==> config.mk <==
export PLATFORM = sky130hd
export DESIGN_NAME = pipeline_stall_ctrl_flat
export DESIGN_NICKNAME = d
export VERILOG_FILES = /design/src/rtl/pipeline_stall_ctrl_if.sv /design/src/rtl/pipeline_stall_ctrl.sv /design/src/flat_wrapper.sv
export SDC_FILE = /design/constraint.sdc
export NUM_CORES = 1
export LEC_CHECK = 0
export CAP_MARGIN = 15
export CORE_MARGIN = 3
export CORE_UTILIZATION = 47
export DETAILED_ROUTE_END_ITERATION = 16
export PLACE_DENSITY = 0.75
export SLEW_MARGIN = 20
export SYNTH_ARGS = -nofsm -noshare
export SYNTH_HDL_FRONTEND = slang
export SYNTH_SLANG_ARGS = --single-unit
==> constraint.sdc <==
create_clock -name clk -period 1.75 [get_ports clk]
set_input_delay 0.35 -clock clk [delete_from_list [all_inputs] [get_ports clk]]
set_output_delay 0.35 -clock clk [all_outputs]
set_load 0.01 [all_outputs]
==> src/rtl/pipeline_stall_ctrl_if.sv <==
// Hazard/stall handshake between the pipeline datapath and the stall controller.
// master = datapath side (raises hazards, obeys stalls); slave = controller.
interface pipeline_stall_ctrl_if #(
   parameter int CNT_W = 16
);
   logic             conf_LW;
   logic             id_valid;
   logic             id_div;
   logic             id_branch_taken;
   logic             div_done;
   logic             pc_stall;
   logic             if_id_stall;
   logic             id_exe_bubble;
   logic             if_id_flush;
   logic             div_start;
   logic [CNT_W-1:0] stall_cycles;
   logic             hazard_err;

   modport master (
      output conf_LW, id_valid, id_div, id_branch_taken, div_done,
      input  pc_stall, if_id_stall, id_exe_bubble, if_id_flush, div_start,
             stall_cycles, hazard_err
   );

   modport slave (
      input  conf_LW, id_valid, id_div, id_branch_taken, div_done,
      output pc_stall, if_id_stall, id_exe_bubble, if_id_flush, div_start,
             stall_cycles, hazard_err
   );
endinterface

==> src/rtl/pipeline_stall_ctrl.sv <==
// Central stall/flush sequencer: load-use stalls, taken-branch flush, divider
// launch/wait with watchdog, plus a saturating stall counter and sticky error.
module pipeline_stall_ctrl #(
   parameter int DIV_TIMEOUT  = 64,
   parameter int LW_MAX_STALL = 2,
   parameter int CNT_W        = 16
) (
   input logic                  clk,
   input logic                  rst,
   pipeline_stall_ctrl_if.slave bus
);

   typedef enum logic [0:0] {
      RUN      = 1'b0,
      DIV_WAIT = 1'b1
   } state_t;

   localparam logic [7:0] DIV_LAST = 8'(DIV_TIMEOUT - 1);
   localparam logic [3:0] LW_LIMIT = 4'(LW_MAX_STALL);

   state_t           state;
   logic [7:0]       div_cnt;
   logic [3:0]       lw_cnt;
   logic [CNT_W-1:0] stall_cnt;
   logic             hazard_q;

   logic stall;
   logic flush;
   logic start;

   // Outputs are gated by rst so every control line drops the moment reset asserts.
   always_comb begin
      // NOTE: every comb output gets a default first, so no path leaves it unassigned and no latch is inferred.
      stall = 1'b0;
      flush = 1'b0;
      start = 1'b0;
      if (!rst) begin
         case (state)
            RUN: begin
               if (bus.conf_LW) begin
                  stall = 1'b1;
               end else if (bus.id_valid && bus.id_div) begin
                  stall = 1'b1;
                  start = 1'b1;
               end else if (bus.id_valid && bus.id_branch_taken) begin
                  flush = 1'b1;
               end
            end
            DIV_WAIT: stall = !bus.div_done;
            default: ;
         endcase
      end
   end

   always_ff @(posedge clk or posedge rst) begin
      if (rst) begin
         state     <= RUN;
         div_cnt   <= '0;
         lw_cnt    <= '0;
         stall_cnt <= '0;
         hazard_q  <= 1'b0;
      end else begin
         // NOTE: sequential state uses non-blocking assignments so all registers update from pre-edge values.
         if (stall && (stall_cnt != '1))
            stall_cnt <= stall_cnt + 1'b1;

         case (state)
            RUN: begin
               if (bus.conf_LW) begin
                  if (lw_cnt == LW_LIMIT)
                     hazard_q <= 1'b1;
                  if (lw_cnt != 4'hF)
                     lw_cnt <= lw_cnt + 1'b1;
               end else begin
                  lw_cnt <= '0;
                  if (bus.id_valid && bus.id_div) begin
                     state   <= DIV_WAIT;
                     div_cnt <= '0;
                  end
               end
            end
            DIV_WAIT: begin
               lw_cnt <= '0;
               // div_done wins over a coincident watchdog expiry.
               if (bus.div_done) begin
                  state <= RUN;
               end else if (div_cnt == DIV_LAST) begin
                  state    <= RUN;
                  hazard_q <= 1'b1;
               end else begin
                  div_cnt <= div_cnt + 1'b1;
               end
            end
            default: state <= RUN;
         endcase
      end
   end

   assign bus.pc_stall      = stall;
   assign bus.if_id_stall   = stall;
   assign bus.id_exe_bubble = stall;
   assign bus.if_id_flush   = flush;
   assign bus.div_start     = start;
   assign bus.stall_cycles  = stall_cnt;
   assign bus.hazard_err    = hazard_q;

endmodule

==> src/flat_wrapper.sv <==
// flat-port wrapper written by rule: the top's interface ports become plain ports
module pipeline_stall_ctrl_flat 
#(
   parameter int DIV_TIMEOUT  = 64,
   parameter int LW_MAX_STALL = 2,
   parameter int CNT_W        = 16
)
  (clk, rst, bus_conf_LW, bus_id_valid, bus_id_div, bus_id_branch_taken, bus_div_done, bus_pc_stall, bus_if_id_stall, bus_id_exe_bubble, bus_if_id_flush, bus_div_start, bus_stall_cycles, bus_hazard_err);
  pipeline_stall_ctrl_if #(.CNT_W(CNT_W)) bus_i ();
  input logic clk;
  input logic rst;
  input wire logic [$bits(bus_i.conf_LW)-1:0] bus_conf_LW;
  input wire logic [$bits(bus_i.id_valid)-1:0] bus_id_valid;
  input wire logic [$bits(bus_i.id_div)-1:0] bus_id_div;
  input wire logic [$bits(bus_i.id_branch_taken)-1:0] bus_id_branch_taken;
  input wire logic [$bits(bus_i.div_done)-1:0] bus_div_done;
  output wire logic [$bits(bus_i.pc_stall)-1:0] bus_pc_stall;
  output wire logic [$bits(bus_i.if_id_stall)-1:0] bus_if_id_stall;
  output wire logic [$bits(bus_i.id_exe_bubble)-1:0] bus_id_exe_bubble;
  output wire logic [$bits(bus_i.if_id_flush)-1:0] bus_if_id_flush;
  output wire logic [$bits(bus_i.div_start)-1:0] bus_div_start;
  output wire logic [$bits(bus_i.stall_cycles)-1:0] bus_stall_cycles;
  output wire logic [$bits(bus_i.hazard_err)-1:0] bus_hazard_err;
  assign bus_i.conf_LW = bus_conf_LW;
  assign bus_i.id_valid = bus_id_valid;
  assign bus_i.id_div = bus_id_div;
  assign bus_i.id_branch_taken = bus_id_branch_taken;
  assign bus_i.div_done = bus_div_done;
  assign bus_pc_stall = bus_i.pc_stall;
  assign bus_if_id_stall = bus_i.if_id_stall;
  assign bus_id_exe_bubble = bus_i.id_exe_bubble;
  assign bus_if_id_flush = bus_i.if_id_flush;
  assign bus_div_start = bus_i.div_start;
  assign bus_stall_cycles = bus_i.stall_cycles;
  assign bus_hazard_err = bus_i.hazard_err;
  pipeline_stall_ctrl #(.DIV_TIMEOUT(DIV_TIMEOUT), .LW_MAX_STALL(LW_MAX_STALL), .CNT_W(CNT_W)) u_core (.clk(clk), .rst(rst), .bus(bus_i));
endmodule
# Yosys cells after proc, flatten, opt, wreduce, memory -nomap -nowiden
# Cells that the tools add are included.
# Widths: inputs -> output; s select.
# totals
in_bits,7
word_cells,55
reg_bits,30
# op_classes
reduce_logical,6
bitwise_logic,1
n_mux,28
n_addsub,3
n_eq_ne,12
# ops
cell,n
$mux 8,4
$mux 1,17
$add 16x1->16 const B,1
$ne 16x16->1 const B,1
$pmux 8 s2,1
$ne 2x2->1 const B,5
$add 8x1->8 const B,1
$eq 8x6->1 const B,1
$mux 4,2
$pmux 4 s2,1
$reduce_and 4->1,2
$pmux 1 s2,3
$add 4x1->4 const B,1
$eq 4x2->1 const B,1
$ne 2x1->1 const B,2
$ne 4x4->1 const B,1
$logic_and 1x1->1,3
$ne 3x2->1 const B,1
$logic_not 1->1,1
$not 1->1,1

# Depth between registers and ports, before layout
# logic_depth
ltp_word,6
ltp_mapped,6
mapped_depth_nobuf,5

# Worst setup path before layout
# OpenSTA, ideal clock, no wires.
# synth_timing
path_kind,reg2reg
startpoint,"register u_core.stall_cnt[0], in the netlist u_core.bus.stall_cycles[0]"
endpoint,"register u_core.stall_cnt[12], in the netlist u_core.bus.stall_cycles[12]"
path_slack_ns,-0.065
t_arrival_ns,1.690
path_stages_with_launch,6
path_cell_list,dfrtp_1 -> ha_1 -> nand4_1 -> or2_2 -> nor3_1 -> mux2_2
# synth_via
elab_chain_len,2
# synth_rtl
element,line_no,source
"start, declared",pipeline_stall_ctrl.sv:24,logic [CNT_W-1:0] stall_cnt;
"start signal, assigned",pipeline_stall_ctrl.sv:65,stall_cnt <= stall_cnt + 1'b1;
branches (longest 2 deep; another with $add 16x1->16),-,
# Several ways; the timed one is not identified.
# A chain may end at the register's enable or synchronous reset.

# Worst setup path in the final report
# layout_timing
startpoint,register u_core.state
endpoint,output bus_if_id_flush
# layout_via
elab_chain_len,2
# layout_rtl
element,line_no,source
"start, declared",pipeline_stall_ctrl.sv:21,state_t state;
"start signal, assigned",pipeline_stall_ctrl.sv:57,state <= RUN;
"start signal, assigned",pipeline_stall_ctrl.sv:77,state <= DIV_WAIT;
"start signal, assigned",pipeline_stall_ctrl.sv:86,state <= RUN;
$mux 1,pipeline_stall_ctrl.sv:38,case (state)
$mux 1,pipeline_stall_ctrl.sv:37,if (!rst) begin
"end, declared",flat_wrapper.sv:20,output wire logic [$bits(bus_i.if_id_flush)-1:0] bus_if_id_flush;
# No other way between the ends.

==> impl_metrics.toml <==
[global_routing]
track_usage = 0.214
grt_pass1_vias = 1505
grt_pass1_wl_mm = 6.96
grt-ovfl-total = 0
grt_max_degree = 20
antenna_found_initial = 0

[final_layout]
nFillCells = 219
final_common_cell = "dfrtp_1"
regArea_um2 = 753
final_cell_mix = "dfrtp_1 (28), buf_4 (27), nand2_1 (13), clkdlybuf4s50_1 (13)"
area_growth_syn_to_layout_pct = 50.1
multi_input_area_um2 = 950
final_net_count = 238
drive_above_1_share = 0.303
fin_cells = 272
diodes = 0

[routing]
ant_nets = 0
avgViaCountPerCell = 5.59
drtIter0Drc = 141
wirelength_mm = 4.43
drc = 0
vias = 1520
wl_per_cell_um = 16.3
drt_first_pass_iters = 4

[clocking]
clk_pin_slew_ns = 0.09
cts_hold_buf = 0
root_buffer = "clkbuf_4"
htreeDepth = 2
clock-sinks = 30
clk-insertion-delay-late_ns = 0.34
cts_tree = "yes"
cts_buffers = 5
clock_path_buffers = 2

[timing]
hold_violations = 0
fin_crit_ns = 1.80
whs_ns = 0.477
rsz0062_at_grt = "yes"
finClkSkew_ns = 0.0110
fmax_mhz = 556
slew_headroom = 0.761
finalCritPeriodShare = 1.03
slew_viol_final = 0
setup_violations = 1
tightest_slew_ns = 0.354
setup_ws_ns = -0.0500

[worst_setup_path]
critical_path_required_ns = 1.40
cp-end-kind = "output port"
worstSetupStartpointType = "flip-flop"
crit_arrival_ns = 1.45
criticalPathCategory = "reg2out"
slowest_stage = "dfrtp_1"
max_stage_delay_ns = 0.43
cp_cell_sequence = "nor2_2 > nor4b_2 > dlygate4sd1_1"
critPathMaxFanout = 4

[synthesis]
ys_warn_count = 0
synthArstFlopShare = 1.00
yosys-top-cells-area = "dfrtp_1 (46%), xor2_1 (6.5%), nand3_1 (3.7%)"
synth_largest_area_cell = "dfrtp_1"
seq_area_frac_synth = 0.463
synth-seq-cells = 30
synth_top_area_frac = 0.463
synth_cells = 165
synth_cell_types = 41
synth_nets = 176
synth_ff_type = "dfrtp_1"
synth_edf_count = 0
syn_area_per_cell_um2 = 9.84
syn-cell-area_mm2 = 0.00162

[power_and_ir_drop]
power.switching_w = 0.000824
p_leak_nw = 1.18
intPower_w = 0.00155
seqPwrFrac = 0.428
p_per_area_mw_per_mm2 = 973
peakVddDrop_uv = 859
clockPowerShare = 0.189
sw_frac_of_total = 0.348
combPwrFrac = 0.382

[status]
violations = "setup timing"
status = "finished, violations left"

[floorplan]
start_util = 0.511
die_w_um = 64.8
rows = 20
die_h_um = 64.8
core-area_mm2 = 0.00318
fp.dieArea_mm2 = 0.00419
num_io_pins = 29

[run]
cap_violations = 0

[placement]
place_inst = 256
hpwl_mm = 2.90
gp_congestion = 0.792
portBuffers = 28

[min_path]
worstHoldPathType = "reg2reg"
cell type report:
cell class              instances  area share
clock buffers                   7      0.0226
well taps                      44      0.0226
clock inverters                 1     0.00205
inverters                       8      0.0123
repair buffers                 62       0.241
multi-input cells             120       0.390
flip-flops and latches         30       0.309
path summary, 6_finish.rpt:
path                                            startpoint                         end  slack (ns)  cells past startpoint
worst max-delay path                          u_core.state             bus_if_id_flush       -0.05                      3
worst min-delay path                 u_core.bus.hazard_err       u_core.bus.hazard_err        0.48                      1
worst max register to register  u_core.bus.stall_cycles[1]  u_core.bus.stall_cycles[1]        0.01                      7
worst min register to register       u_core.bus.hazard_err       u_core.bus.hazard_err        0.48                      1
max in group asynchronous                              rst           u_core.div_cnt[6]        1.00                      4
min in group asynchronous                              rst  u_core.bus.stall_cycles[6]        0.51                      4
power by group through the flow:
stage / registers [W] / clock network (W) / logic [W]
finish: 0.00102 / 0.000449 / 0.000906
global route: 0.00104 / 0.000492 / 0.000980
CTS: 0.00101 / 0.000449 / 0.000799
detailed placement: 0.00102 / 0 / 0.000775
global placement: 0.00100 / 0 / 0.000751
floorplan: 0.00106 / 0 / 0.000287
registers in the layout (all words and copies together), names as in the netlist:
register / flops
u_core.bus.stall_cycles: 16
u_core.bus.hazard_err: 1
u_core.lw_cnt: 4
u_core.div_cnt: 8
u_core.state: 1
what timing repair did:
item                       CTS  global route
buffers inserted             3             6
resized for setup           27            40
setup endpoints to repair   17            37
pin swaps                    5            11
stage by stage:
step,utilization,worst slack [ns],total power [W],cell area [um^2],TNS [ns]
2_1_floorplan,-,0.00764,0.00135,1630,0
3_3_place_gp,0.667,-0.407,0.00176,2120,-5.95
3_5_place_dp,0.667,-0.435,0.00179,2120,-6.62
4_1_cts,0.697,-0.0647,0.00225,2210,-0.0647
5_1_grt,0.767,-0.160,0.00251,2440,-0.758
6_report,0.767,-0.0500,0.00237,2440,-0.0500
cells in the mapped netlist, types with 3 or more instances:
master and n:
and3_1 3, inv_1 8, nor4b_1 4, ha_1 4
nand4_1 5, dfrtp_1 30, o21ai_0 8, nor4_1 7
nor2_1 9, xor2_1 12, nand3_1 12, nand2b_1 4
nand2_1 14, nor3_1 6, clkbuf_1 3, nor3b_1 3
critical path, delay by kind of cell, from the launching register on:
| kind | cells | cell delay [ns] |
|---|---|---|
| buffers and inverters | 1 | 0.27 |
| flip-flops | 1 | 0.43 |
| AND/OR/NAND/NOR | 2 | 0.42 |
per-layer routing:
metal	track usage	vias to the layer above	routed length, um
met4	0.0739	0	51
met1	0.263	748	1880
li1	-	726	-
met2	0.370	41	2320
met3	0.0451	5	181
met5	0	-	0
cells by family after synthesis:
group / synth area share
flip-flops: 0.463
adder cells (fa/ha/maj): 0.0308
buffers and inverters: 0.0447
XOR/XNOR: 0.0756
AND/OR/NAND/NOR: 0.269
AO/OA/AOI/OAI: 0.103
multiplexers: 0.0139
(Power assumes the default switching activity.)
